$ cat src/rtl/fft_pkg.sv
// Shared constants, state encoding and index helper for the 8-point FFT engine.
package fft_pkg;

  localparam int DW    = 12;      // sample / bin / twiddle width
  localparam int N     = 8;       // transform size (fixed)
  localparam int LOG2N = 3;       // butterfly stages
  localparam int TW_SH = 7;       // twiddle fraction bits (127 ~ 1.0)
  localparam int PW    = 2 * DW;  // full product width

  typedef enum logic [1:0] {
    LOAD   = 2'd0,
    CALC   = 2'd1,
    UNLOAD = 2'd2
  } state_e;

  // Decimation-in-time input ordering: reverse the three address bits.
  function automatic logic [LOG2N-1:0] bitrev3(input logic [LOG2N-1:0] v);
    return {v[0], v[1], v[2]};
  endfunction

endpackage

$ cat src/rtl/fft_bfly_1.sv
// Radix-2 butterfly: products of b*w registered on en_i (read phase),
// then add/sub and halve combinationally for the write phase.
module fft_bfly_1
  import fft_pkg::*;
(
  input  logic                 clk,
  input  logic                 rst_n,
  input  logic                 en_i,
  input  logic signed [DW-1:0] a_re_i,
  input  logic signed [DW-1:0] a_im_i,
  input  logic signed [DW-1:0] b_re_i,
  input  logic signed [DW-1:0] b_im_i,
  input  logic signed [DW-1:0] w_re_i,
  input  logic signed [DW-1:0] w_im_i,
  output logic signed [DW-1:0] top_re_o,
  output logic signed [DW-1:0] top_im_o,
  output logic signed [DW-1:0] bot_re_o,
  output logic signed [DW-1:0] bot_im_o
);

  localparam int XW = PW + 1;  // product sum/difference width
  localparam int SW = DW + 1;  // butterfly sum width

  logic signed [PW-1:0] p_rr_q, p_ii_q, p_ri_q, p_ir_q;
  logic signed [DW-1:0] a_re_q, a_im_q;
  logic signed [SW-1:0] t_re, t_im;
  logic signed [SW-1:0] sum_re, sum_im, dif_re, dif_im;

  // Capture the four partial products and the top operand during the read phase
  always_ff @(posedge clk or negedge rst_n) begin
    if (!rst_n) begin
      p_rr_q <= '0;
      p_ii_q <= '0;
      p_ri_q <= '0;
      p_ir_q <= '0;
      a_re_q <= '0;
      a_im_q <= '0;
    end else if (en_i) begin
      p_rr_q <= PW'(b_re_i) * PW'(w_re_i);
      p_ii_q <= PW'(b_im_i) * PW'(w_im_i);
      p_ri_q <= PW'(b_re_i) * PW'(w_im_i);
      p_ir_q <= PW'(b_im_i) * PW'(w_re_i);
      a_re_q <= a_re_i;
      a_im_q <= a_im_i;
    end
  end

  // Twiddled bottom operand: floor shift by the fraction bits, kept to DW+1 bits
  assign t_re = SW'((XW'(p_rr_q) - XW'(p_ii_q)) >>> TW_SH);
  assign t_im = SW'((XW'(p_ri_q) + XW'(p_ir_q)) >>> TW_SH);

  // Sums wrap in DW+1 bits; halving keeps growth bounded (no saturation)
  assign sum_re = SW'(a_re_q) + t_re;
  assign sum_im = SW'(a_im_q) + t_im;
  assign dif_re = SW'(a_re_q) - t_re;
  assign dif_im = SW'(a_im_q) - t_im;

  assign top_re_o = DW'(sum_re >>> 1);
  assign top_im_o = DW'(sum_im >>> 1);
  assign bot_re_o = DW'(dif_re >>> 1);
  assign bot_im_o = DW'(dif_im >>> 1);

endmodule

$ cat src/rtl/spin_table_1.sv
// Twiddle ROM: index k -> 127*e^(-j*2*pi*k/8), 12-bit signed parts.
module spin_table_1 (
  input  logic [2:0]         k_i,
  output logic signed [11:0] w_re_o,
  output logic signed [11:0] w_im_o
);

  // Constant lookup; 127*cos(pi/4) = 89.8 rounds to 90
  always_comb begin
    w_re_o = 12'sd127;
    w_im_o = 12'sd0;
    case (k_i)
      3'd0: begin w_re_o =  12'sd127; w_im_o =  12'sd0;   end
      3'd1: begin w_re_o =  12'sd90;  w_im_o = -12'sd90;  end
      3'd2: begin w_re_o =  12'sd0;   w_im_o = -12'sd127; end
      3'd3: begin w_re_o = -12'sd90;  w_im_o = -12'sd90;  end
      3'd4: begin w_re_o = -12'sd127; w_im_o =  12'sd0;   end
      3'd5: begin w_re_o = -12'sd90;  w_im_o =  12'sd90;  end
      3'd6: begin w_re_o =  12'sd0;   w_im_o =  12'sd127; end
      3'd7: begin w_re_o =  12'sd90;  w_im_o =  12'sd90;  end
      default: begin w_re_o = 12'sd127; w_im_o = 12'sd0; end
    endcase
  end

endmodule

$ cat src/rtl/fft_core_1.sv
// 8-point radix-2 DIT FFT: stream in 8 real samples (bit-reversed into the
// register file), run 3 in-place stages at 2 cycles per butterfly, then
// stream out 8 complex bins in natural order through an output register.
module fft_core_1
  import fft_pkg::*;
(
  input  logic                 clk,
  input  logic                 rst_n,
  input  logic                 s_valid,
  output logic                 s_ready,
  input  logic signed [DW-1:0] s_data,
  output logic                 m_valid,
  input  logic                 m_ready,
  output logic signed [DW-1:0] m_re,
  output logic signed [DW-1:0] m_im,
  output logic [LOG2N-1:0]     m_idx,
  output logic                 m_last
);

  state_e               state_q, state_d;
  logic [LOG2N-1:0]     n_q, n_d;      // input sample counter
  logic [LOG2N-1:0]     u_q, u_d;      // next bin to read out
  logic [1:0]           s_q, s_d;      // stage
  logic [1:0]           j_q, j_d;      // butterfly within stage
  logic                 ph_q, ph_d;    // 0 = read phase, 1 = write phase
  logic                 m_valid_q, m_valid_d;
  logic                 m_last_q, m_last_d;
  logic signed [DW-1:0] m_re_q, m_re_d, m_im_q, m_im_d;
  logic [LOG2N-1:0]     m_idx_q, m_idx_d;

  logic signed [DW-1:0] mem_re [N];
  logic signed [DW-1:0] mem_im [N];

  logic [LOG2N-1:0]     top_addr, bot_addr, tw_k;
  logic signed [DW-1:0] w_re, w_im;
  logic signed [DW-1:0] y_top_re, y_top_im, y_bot_re, y_bot_im;
  logic                 s_fire, bfly_rd, bfly_wr;

  assign s_ready = (state_q == LOAD);
  assign s_fire  = s_valid && s_ready;
  assign bfly_rd = (state_q == CALC) && !ph_q;
  assign bfly_wr = (state_q == CALC) &&  ph_q;

  // Butterfly operand addresses and twiddle index for (stage, butterfly)
  always_comb begin
    top_addr = {j_q, 1'b0};
    bot_addr = {j_q, 1'b1};
    tw_k     = '0;
    case (s_q)
      2'd1: begin
        top_addr = {j_q[1], 1'b0, j_q[0]};
        bot_addr = {j_q[1], 1'b1, j_q[0]};
        tw_k     = {1'b0, j_q[0], 1'b0};
      end
      2'd2: begin
        top_addr = {1'b0, j_q};
        bot_addr = {1'b1, j_q};
        tw_k     = {1'b0, j_q};
      end
      default: begin
        top_addr = {j_q, 1'b0};
        bot_addr = {j_q, 1'b1};
        tw_k     = '0;
      end
    endcase
  end

  spin_table_1 u_spin (
    .k_i    (tw_k),
    .w_re_o (w_re),
    .w_im_o (w_im)
  );

  fft_bfly_1 u_bfly (
    .clk      (clk),
    .rst_n    (rst_n),
    .en_i     (bfly_rd),
    .a_re_i   (mem_re[top_addr]),
    .a_im_i   (mem_im[top_addr]),
    .b_re_i   (mem_re[bot_addr]),
    .b_im_i   (mem_im[bot_addr]),
    .w_re_i   (w_re),
    .w_im_i   (w_im),
    .top_re_o (y_top_re),
    .top_im_o (y_top_im),
    .bot_re_o (y_bot_re),
    .bot_im_o (y_bot_im)
  );

  // Register file writes: samples during LOAD, butterfly results in the write phase
  always_ff @(posedge clk) begin
    if (s_fire) begin
      mem_re[bitrev3(n_q)] <= s_data;
      mem_im[bitrev3(n_q)] <= '0;
    end else if (bfly_wr) begin
      mem_re[top_addr] <= y_top_re;
      mem_im[top_addr] <= y_top_im;
      mem_re[bot_addr] <= y_bot_re;
      mem_im[bot_addr] <= y_bot_im;
    end
  end

  // Next-state, counter and output-register logic
  always_comb begin
    state_d   = state_q;
    n_d       = n_q;
    u_d       = u_q;
    s_d       = s_q;
    j_d       = j_q;
    ph_d      = ph_q;
    m_valid_d = m_valid_q;
    m_last_d  = m_last_q;
    m_re_d    = m_re_q;
    m_im_d    = m_im_q;
    m_idx_d   = m_idx_q;
    case (state_q)
      LOAD: begin
        if (s_fire) begin
          n_d = n_q + 3'd1;
          if (n_q == 3'd7) state_d = CALC;
        end
      end
      CALC: begin
        ph_d = !ph_q;
        if (ph_q) begin
          j_d = j_q + 2'd1;
          if (j_q == 2'd3) begin
            s_d = s_q + 2'd1;
            if (s_q == 2'd2) begin
              s_d     = 2'd0;
              state_d = UNLOAD;
            end
          end
        end
      end
      UNLOAD: begin
        // Load a bin when the register is empty or its bin is being taken (not the last)
        if (!m_valid_q || (m_ready && !m_last_q)) begin
          m_valid_d = 1'b1;
          m_re_d    = mem_re[u_q];
          m_im_d    = mem_im[u_q];
          m_idx_d   = u_q;
          m_last_d  = (u_q == 3'd7);
          u_d       = u_q + 3'd1;
        end else if (m_ready) begin
          m_valid_d = 1'b0;
          m_last_d  = 1'b0;
          u_d       = '0;
          state_d   = LOAD;
        end
      end
      default: state_d = LOAD;
    endcase
  end

  // State, counters and output register
  always_ff @(posedge clk or negedge rst_n) begin
    if (!rst_n) begin
      state_q   <= LOAD;
      n_q       <= '0;
      u_q       <= '0;
      s_q       <= '0;
      j_q       <= '0;
      ph_q      <= 1'b0;
      m_valid_q <= 1'b0;
      m_last_q  <= 1'b0;
      m_re_q    <= '0;
      m_im_q    <= '0;
      m_idx_q   <= '0;
    end else begin
      state_q   <= state_d;
      n_q       <= n_d;
      u_q       <= u_d;
      s_q       <= s_d;
      j_q       <= j_d;
      ph_q      <= ph_d;
      m_valid_q <= m_valid_d;
      m_last_q  <= m_last_d;
      m_re_q    <= m_re_d;
      m_im_q    <= m_im_d;
      m_idx_q   <= m_idx_d;
    end
  end

  assign m_valid = m_valid_q;
  assign m_last  = m_last_q;
  assign m_re    = m_re_q;
  assign m_im    = m_im_q;
  assign m_idx   = m_idx_q;

endmodule

$ cat config.mk
export PLATFORM = sky130hd
export DESIGN_NAME = fft_core_1
export DESIGN_NICKNAME = d
export VERILOG_FILES = /design/src/rtl/fft_pkg.sv /design/src/rtl/fft_bfly_1.sv /design/src/rtl/spin_table_1.sv /design/src/rtl/fft_core_1.sv
export SDC_FILE = /design/constraint.sdc
export NUM_CORES = 2
export LEC_CHECK = 0
export ABC_AREA = 0
export BUFFER_PORTS_ARGS = -buffer_cell sky130_fd_sc_hd__buf_2
export CAP_MARGIN = 20
export CORE_ASPECT_RATIO = 1.1
export CORE_UTILIZATION = 50
export CTS_BUF_LIST = sky130_fd_sc_hd__clkbuf_16
export DETAILED_ROUTE_END_ITERATION = 10
export GPL_TIMING_DRIVEN = 0
export PLACE_DENSITY = 0.66
export SLEW_MARGIN = 20
export SYNTH_ARGS = -nofsm -noshare
export SYNTH_HDL_FRONTEND = slang
export SYNTH_HIERARCHICAL = 1
export SYNTH_SLANG_ARGS = --single-unit
$ cat constraint.sdc
create_clock -name clk -period 10.2 [get_ports clk]
set_input_delay 1.53 -clock clk [delete_from_list [all_inputs] [get_ports clk]]
set_output_delay 1.53 -clock clk [all_outputs]
set_load 0.01 [all_outputs]
==> summary.txt <==
Yosys
  • Synth Area in XOR/XNOR: 0.0389
  • Asr flop ratio synth: 0.432
  • Largest family of logic cells by synthesized area: adder cells
  • Post-synth top flop: edfxtp_1
  • Synthesis Warnings: 6
  • Netlist cell types: 78
  • Synth top area share: 0.222
  • Commonest cells post-synth: 725 x nand2_1, 676 x inv_1, 456 x fa_1
  • Synth Area in Simple Gates: 0.154
  • Mapped Area: 0.0412 mm^2
  • Top-count cell post-synth: nand2_1
  • Area share of fa/ha/maj cells after synthesis: 0.307
  • Post-synth EDFFs: 192
  • Compound-Gate Fraction of Synth Area: 0.112
  • Synthesized area per cell: 9.02 um^2
  • Mux cell area share after synthesis: 0.0646
  • Syn Inst Count: 4566
  • Sequential fraction of the synthesis area: 0.229
  • Seq cells post-synth: 338
  • Synth area leader: fa_1
  • Top post-synthesis cells by area: fa_1 22%, edfxtp_1 14%, dfrtp_1 8.9%, ha_1 8.6%, nand2_1 6.6%

Timing
  • Fin crit share: 0.952
  • Final Hold Viols: 0
  • Relative slew slack: 0.264
  • Setup violators final: 0
  • Peak Freq: 0.103 GHz
  • Skew final: 46.7 ps
  • Final Max Tran Viols: 0
  • RSZ-0062 raised after global routing: false
  • Post-route minimum period: 9710 ps
  • Setup_tns: 0 ps
  • Worst slew pin tran: 1070 ps

Global routing
  • Met1 Use GR: 0.401
  • Gr usage total: 0.324
  • Layer with the highest usage: met2
  • GRT met2 Usage: 0.549
  • First-pass GRT wire length: 202000 um
  • Initial antenna violation count: 2
  • Gr ovfl total: 0
  • Met3 Resource Use GR: 0.0492
  • Number of global-route vias before repair: 33900
  • Largest net degree at the start of global routing: 78

Clock tree
  • CTS tree: yes
  • Clk_lat worst skew: 610 ps
  • CTS sink count: 338
  • Clk slew on worst S/H paths: 70 ps
  • H-tree level count: 2
  • Total CTS buffers: 41
  • CTS Hold Bufs: 0
  • Clock Path Buffers: 3
  • Root Driver: clkbuf_16

Critical path
  • CP bufs+invs: 9
  • Cell family with most CP delay: compound AO/OA/AOI/OAI gates
  • Reg-to-reg critical path endpoint: u_bfly/p_rr_q[19]
  • WS Path Type: reg -> reg
  • Cell depth of the worst setup path: 29
  • Critical Path Sink Type: register
  • Worst R2R Setup Slack: 490 ps
  • Reg2reg path depth: 29
  • Reg-to-Reg Start: j_q[0]
  • Max stage delay on crit path: 610 ps
  • CP max stage cell: clkbuf_1
  • Startpoint types: register
  • CP arrival: 10180 ps
  • Worst setup path endpoint: u_bfly/p_rr_q[19]
  • Req. time, crit path: 10670 ps
  • Max FO, Critical Path: 10
  • Worst setup startpoint: j_q[0]

Drt
  • Detailed-route vias per instance: 5.82
  • DRC errors left: 0
  • First-pass DRT Iterations: 6
  • Vias: 33500
  • 1st-iter DRT viols: 3110
  • DR WL/cell: 23.1 um
  • Post-Route WL: 133000 um
  • Antenna-violating nets left: 0

Place
  • Routability congestion estimate from global placement: 0.963
  • Post-DP HPWL: 109000 um
  • IO Port Bufs: 45
  • Placed Area: 0.0430 mm^2

Cells and area
  • Cell area after layout: 0.0444 mm^2
  • Number of diodes: 0
  • Fraction of layout instances using a drive strength above 1: 0.0841
  • Synthesis-to-finish area growth: 7.80%
  • Nets: 5418

Die
  • # IOs: 46
  • Die Y-Extent: 303 um
  • Initial core utilization: 0.504
  • Row count: 110
  • Die X: 276 um
  • Full die area: 0.0835 mm^2
  • CORE AREA: 0.0816 mm^2

Status
  • Status: complete, no violations

Hold path
  • Hold Path Origin: u_bfly/p_rr_q[6]
  • Worst hold path type: reg -> reg

Run
  • Maxcap violations: 0
[layout make-up]
cell class	instances	area [um^2]
fill	7475	37200
tap	1064	1330
clock inverter	34	292
inverter	676	2540
sequential	338	9420
clock buffer	42	1050
timing repair buffer	53	430
buffer	304	1370
multi-input combinational	3250	27900
[per-layer routing]
metal	up-vias	wire length, um
li1	15000	-
met1	16700	51500
met2	1473	64000
met3	410	9640
met4	2	7820
met5	-	12
[worst reg2reg max path: cells and delay by family (launching register included)]
family / cells / cell delay, ps
muxes: 1 / 260
xor gates and xnor gates: 1 / 180
adders and majority gates: 7 / 2790
DFF: 1 / 360
buffers and inverters: 9 / 2490
AOI/OAI and AO/OA: 8 / 3090
and+or+nand+nor: 3 / 440
[cells by family (layout without fill, tap and decap cells)]
logic type,after synthesis,in the layout
and+or+nand+nor,1394,1394
buffers and inverters,980,1109
adders and majority gates,738,738
AOI/OAI and AO/OA,737,737
DFF,338,338
muxes,195,195
xor gates and xnor gates,183,183
other,1,3
[through the flow]
step / utilization / hold slack, ps / setup slack (ps) / std cells
detailed placement: 0.527 / 489 / 563 / 5685
global route: 0.544 / 524 / 229 / 5761
floorplan: - / 457 / 2980 / 4568
finish: 0.544 / 500 / 488 / 5761
global placement: 0.524 / 477 / 670 / 5677
CTS: 0.544 / 507 / 499 / 5761
[layout by cell type, fill, tap and decap left out, types with 38 or more instances in the layout]
| cell type | n |
|---|---|
| a21oi_1 | 293 |
| and2_1 | 203 |
| buf_2 | 106 |
| clkbuf_1 | 193 |
| clkbuf_16 | 42 |
| dfrtp_1 | 146 |
| edfxtp_1 | 192 |
| fa_1 | 456 |
| ha_1 | 282 |
| inv_1 | 683 |
| mux2_2 | 82 |
| mux2i_1 | 62 |
| mux4_2 | 48 |
| nand2_1 | 725 |
| nor2_1 | 245 |
| nor2b_1 | 46 |
| nor3_1 | 43 |
| o211ai_1 | 52 |
| o21ai_0 | 153 |
| xnor2_1 | 145 |
| xor2_1 | 38 |
[registers in the layout, indices dropped and copies added, names as in the netlist, 2 cells and up]
register and cells:
j_q 2, m_idx 3, m_im 12, m_re 12, mem_im 96, mem_re 96, n_q 3, s_q 2
state_q 2, u_bfly/a_im_q 12, u_bfly/a_re_q 12, u_bfly/p_ii_q 20, u_bfly/p_ir_q 20, u_bfly/p_ri_q 20, u_bfly/p_rr_q 20, u_q 3
[worst min-delay path by stage]
stage,to,slack (ps),cells after the start
2_1_floorplan,u_bfly/p_ir_q[6],460,2
3_3_place_gp,u_bfly/p_rr_q[6],480,2
3_5_place_dp,u_bfly/p_rr_q[6],490,2
4_1_cts,u_bfly/p_rr_q[6],510,2
5_1_grt,u_bfly/p_rr_q[3],520,1
6_report,u_bfly/p_rr_q[6],500,2
[what timing repair did]
| action | 4_1_cts | 5_1_grt |
|---|---|---|
| resized for setup | 0 | 1 |
| buffers inserted | 0 | 0 |
| endpoints found under the hold margin | 0 | 0 |
| endpoints found under the setup margin | 0 | 1 |
Power is not shown: default switching activity piles up to over one toggle a cycle in this logic, so the estimate is an artifact.
